==> src/rtl/iir_mem_arbiter_if.sv <==
// Signal bundle between the IIR filter, the host port, the arbiter and the sample SRAM.
// The arbiter uses the slave view; the surrounding system (filter, host, SRAM) uses master.
interface iir_mem_arbiter_if #(
   parameter int N = 16,
   parameter int M = 20
);
   logic                f_rd;
   logic [M-1:0]        f_raddr;
   logic                f_wr;
   logic [M-1:0]        f_waddr;
   logic signed [N-1:0] f_wdata;
   logic                f_stall;
   logic signed [N-1:0] f_rdata;
   logic                f_rvalid;

   logic                h_req;
   logic                h_we;
   logic [M-1:0]        h_addr;
   logic [N-1:0]        h_wdata;
   logic                h_gnt;
   logic [N-1:0]        h_rdata;
   logic                h_rvalid;

   logic                mem_ce;
   logic                mem_we;
   logic [M-1:0]        mem_addr;
   logic [N-1:0]        mem_wdata;
   logic [N-1:0]        mem_rdata;

   modport master (
      output f_rd, f_raddr, f_wr, f_waddr, f_wdata,
      input  f_stall, f_rdata, f_rvalid,
      output h_req, h_we, h_addr, h_wdata,
      input  h_gnt, h_rdata, h_rvalid,
      input  mem_ce, mem_we, mem_addr, mem_wdata,
      output mem_rdata
   );

   modport slave (
      input  f_rd, f_raddr, f_wr, f_waddr, f_wdata,
      output f_stall, f_rdata, f_rvalid,
      input  h_req, h_we, h_addr, h_wdata,
      output h_gnt, h_rdata, h_rvalid,
      output mem_ce, mem_we, mem_addr, mem_wdata,
      input  mem_rdata
   );
endinterface

==> src/rtl/iir_mem_arbiter.sv <==
// Single-port sample SRAM arbiter between an IIR filter datapath and a host port.
// Filter normally wins; a starve counter hands one slot to the host after STARVE_MAX filter grants.
module iir_mem_arbiter #(
   parameter int N          = 16,
   parameter int M          = 20,
   parameter int STARVE_MAX = 8
) (
   input logic               clk,
   input logic               rst,
   iir_mem_arbiter_if.slave  bus
);
   localparam int SW = $clog2(STARVE_MAX + 1);
   localparam logic [SW-1:0] STARVE_LIM = SW'(STARVE_MAX);
   localparam logic [0:0] FILT = 1'b0;
   localparam logic [0:0] HOST = 1'b1;

   logic [0:0]          r_state;
   logic [SW-1:0]       r_starve;
   logic                r_wr_done;
   logic                r_mem_ce;
   logic                r_mem_we;
   logic [M-1:0]        r_mem_addr;
   logic signed [N-1:0] r_mem_wdata;
   logic                r_vld_p0;
   logic                r_host_p0;
   logic                r_vld_p1;
   logic                r_host_p1;
   logic signed [N-1:0] r_f_rdata;
   logic [N-1:0]        r_h_rdata;

   logic                w_f_wr;
   logic                w_acc_fw;
   logic                w_acc_fr;
   logic                w_acc_h;
   logic                w_f_acc;
   logic                w_any_acc;
   logic                w_cmd_we;
   logic                w_cmd_rd;
   logic [M-1:0]        w_cmd_addr;
   logic signed [N-1:0] w_cmd_wdata;
   logic [SW-1:0]       w_starve_nxt;
   logic [0:0]          w_state_nxt;
   logic                w_f_strobe;
   logic                w_h_strobe;

   // Once the write half of a simultaneous write+read is done, only the read is still owed.
   assign w_f_wr = bus.f_wr & ~r_wr_done;

   always_comb begin
      w_acc_fw = 1'b0;
      w_acc_fr = 1'b0;
      w_acc_h  = 1'b0;
      if (r_state == HOST && bus.h_req) w_acc_h = 1'b1;
      else if (w_f_wr)                  w_acc_fw = 1'b1;
      else if (bus.f_rd)                w_acc_fr = 1'b1;
      else if (bus.h_req)               w_acc_h = 1'b1;
   end

   assign w_f_acc     = w_acc_fw | w_acc_fr;
   assign w_any_acc   = w_f_acc | w_acc_h;
   assign w_cmd_we    = w_acc_fw | (w_acc_h & bus.h_we);
   assign w_cmd_rd    = w_acc_fr | (w_acc_h & ~bus.h_we);
   assign w_cmd_addr  = w_acc_h ? bus.h_addr : (w_acc_fw ? bus.f_waddr : bus.f_raddr);
   assign w_cmd_wdata = w_acc_h ? $signed(bus.h_wdata) : bus.f_wdata;

   // The filter sees a stall until its whole pending request (both halves of a pair) is taken.
   assign bus.f_stall = (bus.f_rd | bus.f_wr) & ~(w_acc_fr | (w_acc_fw & ~bus.f_rd));
   assign bus.h_gnt   = w_acc_h;

   always_comb begin
      w_starve_nxt = r_starve;
      if (w_acc_h || !bus.h_req)               w_starve_nxt = '0;
      else if (w_f_acc && r_starve != STARVE_LIM) w_starve_nxt = r_starve + 1'b1;

      w_state_nxt = r_state;
      if (r_state == FILT && w_starve_nxt == STARVE_LIM) w_state_nxt = HOST;
      else if (r_state == HOST && w_acc_h)              w_state_nxt = FILT;
   end

   always_ff @(posedge clk or posedge rst) begin
      if (rst) begin
         r_state   <= FILT;
         r_starve  <= '0;
         r_wr_done <= 1'b0;
      end else begin
         r_state  <= w_state_nxt;
         r_starve <= w_starve_nxt;
         if (w_acc_fw && bus.f_rd)        r_wr_done <= 1'b1;
         else if (w_acc_fr || !bus.f_rd)  r_wr_done <= 1'b0;
      end
   end

   // Command stage: registered SRAM command plus read tag (p0), data stage tag (p1).
   always_ff @(posedge clk or posedge rst) begin
      if (rst) begin
         r_mem_ce    <= 1'b0;
         r_mem_we    <= 1'b0;
         r_mem_addr  <= '0;
         r_mem_wdata <= '0;
         r_vld_p0    <= 1'b0;
         r_host_p0   <= 1'b0;
         r_vld_p1    <= 1'b0;
         r_host_p1   <= 1'b0;
      end else begin
         r_mem_ce  <= w_any_acc;
         r_mem_we  <= w_cmd_we;
         if (w_any_acc) r_mem_addr  <= w_cmd_addr;
         if (w_cmd_we)  r_mem_wdata <= w_cmd_wdata;
         r_vld_p0  <= w_cmd_rd;
         r_host_p0 <= w_acc_h;
         r_vld_p1  <= r_vld_p0;
         r_host_p1 <= r_host_p0;
      end
   end

   assign w_f_strobe = r_vld_p1 & ~r_host_p1;
   assign w_h_strobe = r_vld_p1 & r_host_p1;

   // Data stage: SRAM data is forwarded during the strobe and held afterwards.
   always_ff @(posedge clk or posedge rst) begin
      if (rst) begin
         r_f_rdata <= '0;
         r_h_rdata <= '0;
      end else begin
         if (w_f_strobe) r_f_rdata <= $signed(bus.mem_rdata);
         if (w_h_strobe) r_h_rdata <= bus.mem_rdata;
      end
   end

   assign bus.mem_ce    = r_mem_ce;
   assign bus.mem_we    = r_mem_we;
   assign bus.mem_addr  = r_mem_addr;
   assign bus.mem_wdata = r_mem_wdata;
   assign bus.f_rvalid  = w_f_strobe;
   assign bus.h_rvalid  = w_h_strobe;
   assign bus.f_rdata   = w_f_strobe ? $signed(bus.mem_rdata) : r_f_rdata;
   assign bus.h_rdata   = w_h_strobe ? bus.mem_rdata : r_h_rdata;
endmodule

==> src/flat_wrapper.sv <==
// flat-port wrapper written by rule: the top's interface ports become plain ports
module iir_mem_arbiter_flat 
#(
   parameter int N          = 16,
   parameter int M          = 20,
   parameter int STARVE_MAX = 8
)
  (clk, rst, bus_f_rd, bus_f_raddr, bus_f_wr, bus_f_waddr, bus_f_wdata, bus_f_stall, bus_f_rdata, bus_f_rvalid, bus_h_req, bus_h_we, bus_h_addr, bus_h_wdata, bus_h_gnt, bus_h_rdata, bus_h_rvalid, bus_mem_ce, bus_mem_we, bus_mem_addr, bus_mem_wdata, bus_mem_rdata);
  iir_mem_arbiter_if #(.N(N), .M(M)) bus_i ();
  input logic clk;
  input logic rst;
  input wire logic [$bits(bus_i.f_rd)-1:0] bus_f_rd;
  input wire logic [$bits(bus_i.f_raddr)-1:0] bus_f_raddr;
  input wire logic [$bits(bus_i.f_wr)-1:0] bus_f_wr;
  input wire logic [$bits(bus_i.f_waddr)-1:0] bus_f_waddr;
  input wire logic [$bits(bus_i.f_wdata)-1:0] bus_f_wdata;
  output wire logic [$bits(bus_i.f_stall)-1:0] bus_f_stall;
  output wire logic [$bits(bus_i.f_rdata)-1:0] bus_f_rdata;
  output wire logic [$bits(bus_i.f_rvalid)-1:0] bus_f_rvalid;
  input wire logic [$bits(bus_i.h_req)-1:0] bus_h_req;
  input wire logic [$bits(bus_i.h_we)-1:0] bus_h_we;
  input wire logic [$bits(bus_i.h_addr)-1:0] bus_h_addr;
  input wire logic [$bits(bus_i.h_wdata)-1:0] bus_h_wdata;
  output wire logic [$bits(bus_i.h_gnt)-1:0] bus_h_gnt;
  output wire logic [$bits(bus_i.h_rdata)-1:0] bus_h_rdata;
  output wire logic [$bits(bus_i.h_rvalid)-1:0] bus_h_rvalid;
  output wire logic [$bits(bus_i.mem_ce)-1:0] bus_mem_ce;
  output wire logic [$bits(bus_i.mem_we)-1:0] bus_mem_we;
  output wire logic [$bits(bus_i.mem_addr)-1:0] bus_mem_addr;
  output wire logic [$bits(bus_i.mem_wdata)-1:0] bus_mem_wdata;
  input wire logic [$bits(bus_i.mem_rdata)-1:0] bus_mem_rdata;
  assign bus_i.f_rd = bus_f_rd;
  assign bus_i.f_raddr = bus_f_raddr;
  assign bus_i.f_wr = bus_f_wr;
  assign bus_i.f_waddr = bus_f_waddr;
  assign bus_i.f_wdata = bus_f_wdata;
  assign bus_f_stall = bus_i.f_stall;
  assign bus_f_rdata = bus_i.f_rdata;
  assign bus_f_rvalid = bus_i.f_rvalid;
  assign bus_i.h_req = bus_h_req;
  assign bus_i.h_we = bus_h_we;
  assign bus_i.h_addr = bus_h_addr;
  assign bus_i.h_wdata = bus_h_wdata;
  assign bus_h_gnt = bus_i.h_gnt;
  assign bus_h_rdata = bus_i.h_rdata;
  assign bus_h_rvalid = bus_i.h_rvalid;
  assign bus_mem_ce = bus_i.mem_ce;
  assign bus_mem_we = bus_i.mem_we;
  assign bus_mem_addr = bus_i.mem_addr;
  assign bus_mem_wdata = bus_i.mem_wdata;
  assign bus_i.mem_rdata = bus_mem_rdata;
  iir_mem_arbiter #(.N(N), .M(M), .STARVE_MAX(STARVE_MAX)) u_core (.clk(clk), .rst(rst), .bus(bus_i));
endmodule
==> config.mk <==
export PLATFORM = sky130hd
export DESIGN_NAME = iir_mem_arbiter_flat
export DESIGN_NICKNAME = d
export VERILOG_FILES = /design/src/rtl/iir_mem_arbiter_if.sv /design/src/rtl/iir_mem_arbiter.sv /design/src/flat_wrapper.sv
export SDC_FILE = /design/constraint.sdc
export NUM_CORES = 1
export LEC_CHECK = 0
export BUFFER_PORTS_ARGS = -buffer_cell sky130_fd_sc_hd__buf_2
export CORE_MARGIN = 2
export CORE_UTILIZATION = 41
export DETAILED_ROUTE_END_ITERATION = 12
export GPL_TIMING_DRIVEN = 0
export PLACE_DENSITY = 0.75
export SLEW_MARGIN = 20
export SYNTH_ARGS = -nofsm -noshare
export SYNTH_HDL_FRONTEND = slang
export SYNTH_SLANG_ARGS = --single-unit
==> constraint.sdc <==
create_clock -name clk -period 2.3 [get_ports clk]
set_input_delay 0.23 -clock clk [delete_from_list [all_inputs] [get_ports clk]]
set_output_delay 0.23 -clock clk [all_outputs]
set_load 0.01 [all_outputs]
==> results by group <==
Status
  • Status: finished, final reports clean

Clock tree
  • CTS Buffer Depth: 2
  • Post-CTS setup buffers: 0
  • Reg clk slew, reported paths: 0.09 ns
  • CTS buffer count: 9
  • Post-CTS Resized: 0
  • CTS Root Cell: clkbuf_8
  • Clk_lat worst skew: 0.35 ns
  • TritonCTS Sinks: 80
  • Hold_buf cts: 1
  • H-tree Lvls: 3
  • CTS tree: done

Timing
  • # setup viols final: 0
  • Slew Limit Fails: 0
  • Fin crit share: 0.910
  • Worst rel slew slack: 0.672
  • Slew @ Worst Pin: 0.492 ns
  • Period minus WS final: 2.09 ns
  • Final Hold Fails: 0
  • Unrepaired setup endpoints after global routing: false
  • TNS Setup: 0 ns
  • Fmax: 478 MHz
  • Clk_skew: 0.00637 ns

Synthesis
  • EDFF count, synth: 0
  • Cell Area, Synth: 3760 um^2
  • Syn Nets: 455
  • Ys async rst share: 1.00
  • Synth Register Bits: 80
  • Seq/Total Area, Yosys: 0.532
  • Yosys warning total: 0
  • Ys flop type: dfrtp_1
  • Post-Synthesis Cells: 339
  • Mean Syn Cell Area: 11.1 um^2
  • Yosys cell types: 34

Routing
  • Routed Wire Length: 10.7 mm
  • DR vias/cell: 5.43
  • DR WL/cell: 16.5 um
  • Vias: 3528
  • DRC: 0
  • DRT Pass-1 Iters: 4
  • DR iter-0 viols: 154
  • Final ANT Viol Nets: 0

Power and ir drop
  • Sequential power share: 0.452
  • Comb pwr share: 0.261
  • Internal power: 2.61 mW
  • Leakage power: 2.32 nW
  • Net Sw Frac: 0.311
  • PD cells: 746 nW/um^2
  • Share of total power in the clock network: 0.287
  • Peak VDD IR: 0.363 mV
  • Net Switching: 1.18 mW

Min path
  • Worst hold path stage count: 3
  • Min-delay worst type: in -> reg
  • Hold path startpoint: bus_h_addr[19]

Critical path
  • Critical path fanouts, max: 10
  • Crit path launch type: flip-flop
  • Crit end category: output port
  • CP startpoint: u_core.r_host_p1
  • Arrival time at the worst endpoint: 1.86 ns
  • WP data required: 2.07 ns
  • CP Class: reg -> out
  • Reg2reg start: u_core.r_starve[0]
  • R2r worst-path depth: 6

Cells and area
  • Final net count: 653
  • Diodes inserted: 0
  • Area of the multi-input gates: 1570 um^2
  • Fin cells: 650
  • Fin util: 0.576
  • FF+latch area: 2000 um^2
  • Final instance area: 5070 um^2
  • Share of post-route cells with drive strength above 1: 0.493
  • Layout area overhead: 34.9%
  • # fillers: 773

Die
  • Die height: 99.8 um
  • Die ar.: 9950 um^2
  • Row count: 34
  • Initial Util: 0.427
  • CORE AREA: 8810 um^2
  • # IOs: 188
  • Die width: 99.8 um

Global route
  • GR Util All Layers: 0.220
  • Vias in the first global route: 3556
  • Initial antenna violation count: 0
  • Largest net degree at the start of global routing: 50
  • GRT overflow: 0
  • Global-route wire length before repair: 17.4 mm

Place
  • Placed Area: 4850 um^2
  • Gpl congestion: 0.835
  • Final HPWL DP: 8.18 mm
  • PortBufs: 185
  • Post-Place Cells: 633

Flow run
  • Max_cap viols: 0
==> stage by stage <==
stage          setup slack (ns)  hold WS [ns]  power (mW)
6_report                  0.207         0.132        3.78
5_1_grt                  0.0971         0.124        3.99
4_1_cts                   0.175         0.122        3.82
3_5_place_dp              0.507         0.272        2.73
3_3_place_gp             -0.875         0.337        2.69
2_1_floorplan            0.0183         0.331        2.28
==> final cells by class <==
class,count,area share
clock buffer,9,0.0244
sequential,80,0.395
buffer,33,0.0318
multi-input combinational,218,0.309
timing repair buffer,187,0.190
tap,108,0.0266
clock inverter,7,0.0170
inverter,8,0.00642
==> power groups by stage <==
stage	Combinational, mW	Sequential [mW]	Clock (mW)
2_1_floorplan	0.518	1.77	0
3_3_place_gp	0.958	1.73	0
3_5_place_dp	0.989	1.74	0
4_1_cts	0.993	1.71	1.12
5_1_grt	1.08	1.74	1.18
6_report	0.986	1.71	1.09
==> cell families after synthesis <==
group / Yosys count / share of synthesized area
xor gates and xnor gates: 3 / 0.00699
and+or+nand+nor: 77 / 0.0922
muxes: 35 / 0.104
DFF: 80 / 0.532
AOI/OAI and AO/OA: 101 / 0.207
adders and majority gates: 2 / 0.00665
buffers and inverters: 41 / 0.0509
==> routing by layer <==
| metal | share of wire | global-route usage | vias to the layer above | routed length [um] |
|---|---|---|---|---|
| li1 | - | - | 1664 | - |
| met1 | 0.41 | 0.284 | 1690 | 4400 |
| met2 | 0.50 | 0.366 | 152 | 5370 |
| met3 | 0.069 | 0.0499 | 22 | 746 |
| met4 | 0.021 | 0.0727 | 0 | 228 |
| met5 | 0 | 0 | - | 0 |
==> path summary, 6_finish.rpt <==
check,endpoint,slack (ns)
hold reg to reg,u_core.r_vld_p1,0.36
min in group asynchronous,u_core.r_h_rdata[1],0.44
setup reg to reg,u_core.r_state,0.50
hold / removal,u_core.bus.mem_addr[19],0.13
max in group asynchronous,u_core.r_starve[2],1.29
setup / recovery,bus_f_rdata[9],0.21
==> worst max-delay path: stages (launching register included) <==
cell and delay, ns:
dfrtp_1 0.38, nor2b_1 0.10, buf_2 0.22, buf_2 0.29, mux2_2 0.38, buf_2 0.15
==> flip-flops by register name, summed over array words and instances, names as in the netlist <==
signal and cells:
u_core.bus.mem_addr 20, u_core.bus.mem_ce 1, u_core.bus.mem_wdata 16, u_core.bus.mem_we 1, u_core.r_f_rdata 16, u_core.r_h_rdata 16, u_core.r_host_p0 1, u_core.r_host_p1 1
u_core.r_starve 4, u_core.r_state 1, u_core.r_vld_p0 1, u_core.r_vld_p1 1, u_core.r_wr_done 1
==> synth_stat cells, types with 2 or more instances <==
| cell type | n | area (um^2) |
|---|---|---|
| dfrtp_1 | 80 | 2000 |
| nand3_1 | 39 | 195 |
| mux2_2 | 32 | 360 |
| nand2_1 | 25 | 93.8 |
| o211ai_1 | 22 | 165 |
| o22ai_1 | 20 | 125 |
| o21ai_0 | 18 | 90.1 |
| a311oi_1 | 16 | 140 |
| buf_2 | 14 | 70.1 |
| clkbuf_1 | 13 | 48.8 |
| a31oi_2 | 9 | 113 |
| nor2_1 | 9 | 33.8 |
| a31oi_1 | 7 | 43.8 |
| inv_1 | 7 | 26.3 |
| a21oi_1 | 2 | 10.0 |
| a21oi_4 | 2 | 32.5 |
| buf_1 | 2 | 7.51 |
| buf_6 | 2 | 22.5 |
| ha_1 | 2 | 25.0 |
| mux2i_1 | 2 | 20.0 |
| nor2b_1 | 2 | 12.5 |
| xor2_1 | 2 | 17.5 |
==> cell usage in the layout, fill, tap and decap left out, drive strengths merged <==
master | synthesis | layout
buf | 19 | 205
nor3 | 1 | 1
ha | 2 | 2
o22ai | 20 | 20
mux2 | 33 | 33
mux2i | 2 | 2
o211ai | 22 | 22
o21ai | 19 | 19
o31ai | 1 | 1
clkinvlp | 0 | 1
nand2b | 1 | 1
dlygate4sd3 | 0 | 1
nand3 | 39 | 39
a31o | 1 | 1
a32o | 1 | 1
clkbuf | 14 | 23
dfrtp | 80 | 80
a21oi | 4 | 4
xnor2 | 1 | 1
bufinv | 0 | 1
o221ai | 1 | 1
nor2 | 9 | 9
inv | 8 | 12
clkinv | 0 | 1
xor2 | 2 | 2
nor2b | 2 | 2
a311oi | 16 | 16
a31oi | 16 | 16
nand2 | 25 | 25
(Power assumes the default switching activity.)
